## config.mk

```make
export PLATFORM = sky130hd
export DESIGN_NAME = controleur_compteur
export DESIGN_NICKNAME = d
export VERILOG_FILES = /design/src/rtl/controleur_compteur_pkg.sv /design/src/rtl/controleur_compteur_diviseur_tick.sv /design/src/rtl/controleur_compteur.sv
export SDC_FILE = /design/constraint.sdc
export NUM_CORES = 1
export LEC_CHECK = 0
export ABC_CLOCK_PERIOD_IN_PS = 5450
export BUFFER_PORTS_ARGS = -buffer_cell sky130_fd_sc_hd__buf_4
export CAP_MARGIN = 0
export CELL_PAD_IN_SITES_DETAIL_PLACEMENT = 0
export CELL_PAD_IN_SITES_GLOBAL_PLACEMENT = 1
export CORE_MARGIN = 8
export CORE_UTILIZATION = 46
export CTS_BUF_LIST = sky130_fd_sc_hd__clkbuf_2 sky130_fd_sc_hd__clkbuf_4 sky130_fd_sc_hd__clkbuf_8
export DETAILED_ROUTE_END_ITERATION = 8
export HOLD_SLACK_MARGIN = 0.02
export PLACE_DENSITY_LB_ADDON = 0.1
export SLEW_MARGIN = 20
export SYNTH_ARGS = -nofsm -noshare
export SYNTH_HDL_FRONTEND = slang
export SYNTH_SLANG_ARGS = --single-unit
export TNS_END_PERCENT = 10
```

## constraint.sdc

```tcl
create_clock -name Clk -period 5.45 [get_ports Clk]
set_input_delay 0.545 -clock Clk [delete_from_list [all_inputs] [get_ports Clk]]
set_output_delay 0.545 -clock Clk [all_outputs]
set_load 0.01 [all_outputs]
```

## src/rtl/controleur_compteur_pkg.sv

```systemverilog
`default_nettype none
// ============================================================================
// Module      : controleur_compteur_pkg
// Description : Shared types and constants for the 0..999 counter controller.
//               etat_t      - controller states (encoding is visible on Etat)
//               LARGEUR     - signed width of the counter datapath
//               VAL_MAX_DEFAUT - default upper legal counter value
//               hors_plage  - 1 when a value lies outside 0..vmax
// Revision    : 1.0 - initial release
// ============================================================================
package controleur_compteur_pkg;

    localparam int LARGEUR        = 12;
    localparam int VAL_MAX_DEFAUT = 999;

    typedef enum logic [1:0] {
        IDLE   = 2'd0,
        HAUT   = 2'd1,
        BAS    = 2'd2,
        DEFAUT = 2'd3
    } etat_t;

    function automatic logic hors_plage(
        input logic signed [LARGEUR-1:0] val,
        input logic signed [LARGEUR-1:0] vmax
    );
        return (val < 0) || (val > vmax);
    endfunction

endpackage
`default_nettype wire

```

## src/rtl/controleur_compteur_diviseur_tick.sv

```systemverilog
`default_nettype none
// ============================================================================
// Module      : diviseur_tick
// Description : Step prescaler. Counts 0..TICK_DIV-1 while actif is high and
//               raises tick during the cycle the count equals TICK_DIV-1.
//   clk     in  : clock, rising edge
//   rst_n   in  : asynchronous active-low reset
//   effacer in  : synchronous clear, forces the count back to 0
//   actif   in  : counting enable (controller is stepping up or down)
//   tick    out : one-cycle step request (combinational from the count)
// Revision    : 1.0 - initial release
// ============================================================================
module diviseur_tick #(
    parameter int TICK_DIV = 4
) (
    input  logic clk,
    input  logic rst_n,
    input  logic effacer,
    input  logic actif,
    output logic tick
);

    localparam int         LARG    = (TICK_DIV > 1) ? $clog2(TICK_DIV) : 1;
    localparam logic [LARG-1:0] DERNIER = LARG'(TICK_DIV - 1);

    logic [LARG-1:0] compte;

    assign tick = actif && (compte == DERNIER);

    always_ff @(posedge clk or negedge rst_n) begin
        if (!rst_n) begin
            compte <= '0;
        end else if (effacer || !actif || tick) begin
            compte <= '0;
        end else begin
            compte <= compte + 1'b1;
        end
    end

endmodule
`default_nettype wire

```

## src/rtl/controleur_compteur.sv

```systemverilog
`default_nettype none
// ============================================================================
// Module      : controleur_compteur
// Description : Sequencing controller for the 0..VAL_MAX up/down counter.
//               Arbitrates Effacer > Charger > direction buttons, steps the
//               counter every TICK_DIV cycles, saturates or wraps at limits
//               and flags loaded values outside the legal range.
//   Clk                in  : clock, rising edge
//   Reset_n            in  : asynchronous active-low reset
//   BoutonHaut         in  : level, hold to count up
//   BoutonBas          in  : level, hold to count down
//   Charger            in  : load strobe
//   ValeurCharge       in  : signed value loaded on Charger
//   Effacer            in  : clear strobe
//   Compteurs          out : registered signed counter value
//   CompteursHorsPlage out : registered, Compteurs outside 0..VAL_MAX
//   Limite             out : registered pulse on a step that hits a limit
//   Etat               out : current state encoding
// Revision    : 1.0 - initial release
// ============================================================================
module controleur_compteur
    import controleur_compteur_pkg::*;
#(
    parameter int TICK_DIV = 4,
    parameter int VAL_MAX  = VAL_MAX_DEFAUT,
    parameter bit WRAP     = 1'b0
) (
    input  logic                      Clk,
    input  logic                      Reset_n,
    input  logic                      BoutonHaut,
    input  logic                      BoutonBas,
    input  logic                      Charger,
    input  logic signed [LARGEUR-1:0] ValeurCharge,
    input  logic                      Effacer,
    output logic signed [LARGEUR-1:0] Compteurs,
    output logic                      CompteursHorsPlage,
    output logic                      Limite,
    output logic [1:0]                Etat
);

    localparam logic signed [LARGEUR-1:0] MAXV = LARGEUR'(VAL_MAX);

    etat_t                      etat;
    etat_t                      etat_suiv;
    logic                       actif;
    logic                       tick;
    logic                       pas;
    logic                       raz_diviseur;
    logic signed [LARGEUR-1:0]  valeur_suiv;
    logic                       limite_suiv;
    logic                       hors_plage_suiv;

    // State register
    always_ff @(posedge Clk or negedge Reset_n) begin
        if (!Reset_n) begin
            etat <= IDLE;
        end else begin
            etat <= etat_suiv;
        end
    end

    // Next-state logic: clear beats load beats the buttons; DEFAUT only
    // leaves through a clear or a load.
    always_comb begin
        etat_suiv = etat;
        if (Effacer) begin
            etat_suiv = IDLE;
        end else if (Charger) begin
            etat_suiv = hors_plage(ValeurCharge, MAXV) ? DEFAUT : IDLE;
        end else if (etat != DEFAUT) begin
            case ({BoutonHaut, BoutonBas})
                2'b10:   etat_suiv = HAUT;
                2'b01:   etat_suiv = BAS;
                default: etat_suiv = IDLE;
            endcase
        end
    end

    // State outputs
    always_comb begin
        actif = (etat == HAUT) || (etat == BAS);
        Etat  = etat;
    end

    // Any state change (including a reversal) or a load/clear restarts the
    // prescaler so the next step lands TICK_DIV cycles later.
    assign raz_diviseur = Effacer || Charger || (etat_suiv != etat);

    diviseur_tick #(
        .TICK_DIV (TICK_DIV)
    ) u_diviseur (
        .clk     (Clk),
        .rst_n   (Reset_n),
        .effacer (raz_diviseur),
        .actif   (actif),
        .tick    (tick)
    );

    // A step is only taken when the controller stays in its direction.
    assign pas = tick && (etat_suiv == etat) && !Effacer && !Charger;

    // Counter datapath
    always_comb begin
        valeur_suiv = Compteurs;
        limite_suiv = 1'b0;
        if (Effacer) begin
            valeur_suiv = '0;
        end else if (Charger) begin
            valeur_suiv = ValeurCharge;
        end else if (pas && (etat == HAUT)) begin
            if (Compteurs >= MAXV) begin
                limite_suiv = 1'b1;
                valeur_suiv = WRAP ? '0 : MAXV;
            end else begin
                valeur_suiv = Compteurs + 12'sd1;
            end
        end else if (pas && (etat == BAS)) begin
            if (Compteurs <= 12'sd0) begin
                limite_suiv = 1'b1;
                valeur_suiv = WRAP ? MAXV : '0;
            end else begin
                valeur_suiv = Compteurs - 12'sd1;
            end
        end
        hors_plage_suiv = hors_plage(valeur_suiv, MAXV);
    end

    always_ff @(posedge Clk or negedge Reset_n) begin
        if (!Reset_n) begin
            Compteurs          <= '0;
            CompteursHorsPlage <= 1'b0;
            Limite             <= 1'b0;
        end else begin
            Compteurs          <= valeur_suiv;
            CompteursHorsPlage <= hors_plage_suiv;
            Limite             <= limite_suiv;
        end
    end

endmodule
`default_nettype wire

```

; Word-level counts from Yosys, hierarchy flattened
; Cells that the tools add are included.
[word_totals]
regBits = 18
input_bits = 18
[classes]
reduce_logical = 16
n_addsub = 3
muxes = 18
order_cmp = 6
eq_ne = 8
[op_table]
columns = op, n
row1 = 2-to-1 mux 12 bit, 6
row2 = > comparator 12 x 11 -> 1 bit (second input constant), 2
row3 = < comparator 12 x 1 -> 1 bit (second input constant), 2
row4 = adder 12 x 2 -> 12 bit (second input constant), 1
row5 = >= comparator 12 x 11 -> 1 bit (second input constant), 1
row6 = <= comparator 12 x 1 -> 1 bit (second input constant), 1
row7 = subtractor 12 x 2 -> 12 bit (second input constant), 1
row8 = 2-to-1 mux 2 bit, 5
row9 = logical OR 1 bit, 7
row10 = == test 2 bit (second input constant), 3
row11 = logical AND 1 bit, 6
row12 = 2-to-1 mux 1 bit, 6
row13 = == test 2 x 1 -> 1 bit (second input constant), 2
row14 = case mux 2 bit (2 select lines), 1
row15 = zero test 1 bit, 3
row16 = adder 2 x 1 -> 2 bit (second input constant), 1
row17 = == test 2 bit, 1
row18 = inequality test 2 bit, 1
row19 = inequality test 2 bit (second input constant), 1

; Logic depth before layout (Yosys ltp)
[depth]
word_depth = 16
ltp_mapped = 11

; Modules after synthesis
; Synthesis repeated with hierarchy kept, for this count alone.
[unflattened]
cells_unflattened = 219
hier_area_um2 = 1725.4
[by_module_without_submodules]
columns = module, cells_each, area_each_um2, n_inst
row1 = controleur_compteur, 213, 1629.1, 1
row2 = diviseur_tick, 6, 96.3, 1

; Worst setup path before layout
; OpenSTA, ideal clock, no wires.
[synth_path]
kind = reg2reg
from = register etat[0] (netlist: Etat[0])
to = register CompteursHorsPlage
path_buffers = 1
synth_period_minus_slack_ns = 2.689
stages_incl_launch_ff = 12
setup_time_ns = 0.126
path_slack_ns = 2.761
t_arrival_ns = 2.562
required_ns = 5.324
cell_sequence = dfrtp_1 -> inv_1 -> ha_1 -> nor4b_2 -> nand3_1 -> a21oi_1 -> or2_1 -> buf_4 -> and3_1 -> o32ai_1 -> a221o_1 -> a311o_1
[synth_between]
elab_chain_len = 15
word_cells_on_any_way = 21
[synth_rtl]
columns = item, line_no
row1 = from (decl), controleur_compteur.sv:43  ; etat_t etat;
row2 = from (signal assigned), controleur_compteur.sv:58  ; etat <= etat_suiv;
row3 = inequality test 2 bit, controleur_compteur.sv:70  ; end else if (etat != DEFAUT) begin
row4 = 2-to-1 mux 2 bit, controleur_compteur.sv:70
row5 = 2-to-1 mux 2 bit, controleur_compteur.sv:68  ; end else if (Charger) begin
row6 = 2-to-1 mux 2 bit, controleur_compteur.sv:66  ; if (Effacer) begin
row7 = == test 2 bit, controleur_compteur.sv:100  ; assign pas = tick && (etat_suiv == etat) && !Effacer && !Charger;
row8 = logical AND 1 bit (3 in a row), controleur_compteur.sv:100
row9 = logical AND 1 bit, controleur_compteur.sv:117  ; end else if (pas && (etat == BAS)) begin
row10 = 2-to-1 mux 12 bit, controleur_compteur.sv:117
row11 = 2-to-1 mux 12 bit *, controleur_compteur.sv:110  ; end else if (pas && (etat == HAUT)) begin
row12 = 2-to-1 mux 12 bit *, controleur_compteur.sv:108  ; end else if (Charger) begin
row13 = 2-to-1 mux 12 bit *, controleur_compteur.sv:106  ; if (Effacer) begin
row14 = via valeur_suiv[4], controleur_compteur.sv:49  ; logic signed [LARGEUR-1:0] valeur_suiv;
row15 = < comparator 12 x 1 -> 1 bit / > comparator 12 x 11 -> 1 bit (equally long branches), controleur_compteur_pkg.sv:27  ; return (val < 0) || (val > vmax);
row16 = logical OR 1 bit *, controleur_compteur_pkg.sv:27
row17 = via hors_plage_suiv, controleur_compteur.sv:51  ; logic hors_plage_suiv;
row18 = to (signal assigned), controleur_compteur.sv:135  ; CompteursHorsPlage <= hors_plage_suiv;
row19 = to (decl), controleur_compteur.sv:36  ; output logic CompteursHorsPlage,
; Mark *: on every way through the listed nets, which the timed path passes. The rest lies on a longest branch.

; Final worst setup path
[layout_path]
from = register etat[0] (netlist: Etat[0])
to = register CompteursHorsPlage
[layout_between]
elab_chain_len = 15
word_cells_on_any_way = 21
[layout_rtl]
columns = item, line_no
row1 = inequality test 2 bit, controleur_compteur.sv:70
row2 = 2-to-1 mux 2 bit, controleur_compteur.sv:70
row3 = 2-to-1 mux 2 bit, controleur_compteur.sv:68
row4 = 2-to-1 mux 2 bit, controleur_compteur.sv:66
row5 = == test 2 bit, controleur_compteur.sv:100
row6 = logical AND 1 bit (3 in a row), controleur_compteur.sv:100
row7 = logical AND 1 bit, controleur_compteur.sv:117
row8 = 2-to-1 mux 12 bit, controleur_compteur.sv:117
row9 = 2-to-1 mux 12 bit *, controleur_compteur.sv:110
row10 = 2-to-1 mux 12 bit *, controleur_compteur.sv:108
row11 = 2-to-1 mux 12 bit *, controleur_compteur.sv:106
row12 = < comparator 12 x 1 -> 1 bit / > comparator 12 x 11 -> 1 bit (equally long branches), controleur_compteur_pkg.sv:27
row13 = logical OR 1 bit *, controleur_compteur_pkg.sv:27
row14 = via hors_plage_suiv, controleur_compteur.sv:51
; Marks and branches as above.

==> flow_summary.ini <==
[run_status]
outcome = complete, no violations

[finish]
area_growth_pct = 16.4
fill_cells = 352
fin_area_um2 = 2010
final_core_util_pct = 55.4
drive_gt1_share_pct = 21.5
multiInputGateArea_um2 = 1180
layoutNonFillerInstCount = 281
diodes = 0
seqCellArea_um2 = 450
fin_nets = 259

[cts]
cts_buffers = 3
cts_setup_buffers = 0
clkSinkCount = 18
ctsRootBufferMaster = clkbuf_8
hold_buffers = 0
cts_resized = 0
clock_path_buffers = 2
h-tree-depth = 1
clk_pin_slew_ns = 0.08
insertion_delay_ns = 0.27
tritoncts = done

[sta]
max_freq_ghz = 0.323
finalMaxSlewViolations = 0
rsz0062_at_grt = no
finalCriticalPeriod_ns = 3.10
fin_skew_ns = 0.00737
hold_viol = 0
tightest_slew_ns = 0.762
setup_slack_ns = 2.35
maxSlewHeadroom_pct = 48.7
whs_ns = 0.144
tns_ns = 0
min_period_over_period_pct = 56.9
setup_violations = 0

[die]
die-area_um2 = 5980
ioPinCount = 34
fp-row-count = 22
start_util_pct = 47.6
die_y_um = 77.3
dieWidth_um = 77.3
design.core.area_um2 = 3630

[placement]
place_ws_ns = 2.35
place.gp.congestion = 0.950
dp.cells = 278
io_buffers = 33
dpl.hpwl_um = 4460
dpl_cell_area_um2 = 1970

[drt]
drt_wl_total_um = 5840
dr.pass1.iters = 5
wl_per_cell_um = 20.8
first_iter_violations = 239
drtAntennaViolNets = 0
dr_total_vias = 1892
via_per_inst = 6.73
drc = 0

[grt]
grt_pass1_wl_um = 9260
antenna_found_initial = 0
grt_max_degree = 19
grt-ovfl-total = 0
grt_pass1_vias = 1773
grt_usage_pct = 18.8

[worst_setup_path]
cp_slowest_stage_delay_ns = 0.49
crit_slowest_cell = dfrtp_1
critPathArrivalTime_ns = 3.25
worst-setup-path-type = register to register
crit_required_ns = 5.60
cp_common_cell = nor2_1
cp_max_fo = 10
path_cells = inv_1 > ha_1 > nor4b_2 > nand2_1 > a21oi_1 > nor2_1 > nor2_1 > a221o_1 > and4b_1 > a311o_1
worst_setup_path_end_kind = register
worstSetupStartpointType = register

[flow_run]
drv_cap = 0

[yosys]
ys_seq_area_share_pct = 26.0
avgSynthCellArea_um2 = 8.28
syn_nets = 233
yosys_warnings = 0
async_reset_ff_share_pct = 100
syn-cell-area_um2 = 1730
ys_ff_latch = 18
synth-edff-count = 0
ys.flop_type = dfrtp_1
synthCells = 209
ys_types = 69

[pwr]
peakVddDrop_mv = 0.144
power.density_nw_per_um2 = 187
total_power_uw = 376
p_leak_nw = 0.901

[hold_path]
hold_class = input port to async pin
power by group:
group          leakage (nW)  total (mW)  switching, mW  internal (mW)
clock network        0.0216       0.100         0.0510         0.0494
registers             0.237       0.160         0.0189          0.141
logic                 0.643       0.116         0.0645         0.0512
worst max-delay path, delay by kind of cell (launching register included):
| kind | cells | cell delay (ns) |
|---|---|---|
| AO/OA/AOI/OAI | 3 | 0.86 |
| adder cells (fa/ha/maj) | 1 | 0.34 |
| buffers and inverters | 1 | 0.09 |
| flip-flops | 1 | 0.49 |
| AND/OR/NAND/NOR | 5 | 1.20 |
cells by family after synthesis:
family | synth area share [%]
and+or+nand+nor | 28.2
DFF | 26.0
muxes | 1.16
buffers and inverters | 5.93
adders and majority gates | 4.34
AOI/OAI and AO/OA | 29.3
xor gates and xnor gates | 5.06
Yosys cell counts (all sizes together), types with 2 or more instances:
library cell	n	share of area [%]
o21a	3	1.3
nand2b	2	0.72
buf	7	2.5
a21o	3	1.3
inv	10	2.2
nor3b	5	3.1
or2	4	1.6
a22o	2	1.0
nand4b	2	1.0
a311oi	2	1.0
xor2	3	1.5
a221oi	3	1.9
nand2	12	2.6
o21ai	13	3.8
and4	2	1.0
a221o	2	1.2
and2	3	1.1
nand4	2	0.72
nor2	26	5.6
nor3	9	2.6
mux2i	2	1.2
or3b	2	1.0
clkbuf	5	1.3
ha	6	4.3
a32oi	2	1.0
nand3	4	1.2
a211oi	3	1.3
o211a	2	1.2
dfrtp	18	26
xnor2	7	3.5
a21oi	12	3.5
and3	4	1.5
a2111oi	2	2.2
o32ai	3	1.5
flip-flops by register name (all words and copies together) (netlist names):
name,cells
u_diviseur.compte,2
Compteurs,12
Etat,2
CompteursHorsPlage,1
Limite,1
final cells by class:
type,instances,area share [%]
clock buffer,3,2.05
timing repair buffer,33,12.3
inverter,10,1.86
sequential,18,22.4
multi-input combinational,169,58.4
tap,48,2.98
routing by layer:
metal,share of wire (%),track usage (%),vias up
met2,46,30.2,132
met4,3.4,6.23,0
met1,41,23.8,906
met3,9.1,4.95,26
met5,0,0,-
li1,-,-,828
final timing paths:
check / cells after the start / startpoint / slack [ns] / to
hold / removal: 1 / Reset_n / 0.14 / Compteurs[11]
setup reg to reg: 10 / Etat[0] / 2.35 / CompteursHorsPlage
setup / recovery: 10 / Etat[0] / 2.35 / CompteursHorsPlage
max in group asynchronous: 1 / Reset_n / 5.08 / Compteurs[2]
min in group Clk: 1 / u_diviseur.compte[0] / 0.45 / u_diviseur.compte[0]
hold reg to reg: 1 / u_diviseur.compte[0] / 0.45 / u_diviseur.compte[0]
placed cells by master (no fill, tap or decap), types with 4 or more instances in the layout:
cell type  Yosys  routed
o21ai_0       10      10
nor2_1        26      26
nand3_1        4       4
xnor2_1        7       7
inv_1         10      10
dfrtp_1       18      18
a21oi_1       12      12
ha_1           6       6
nand2_1       12      12
nor3_1         9       9
buf_4          1      33
No activity file was read; power rests on OpenSTA's default activity.
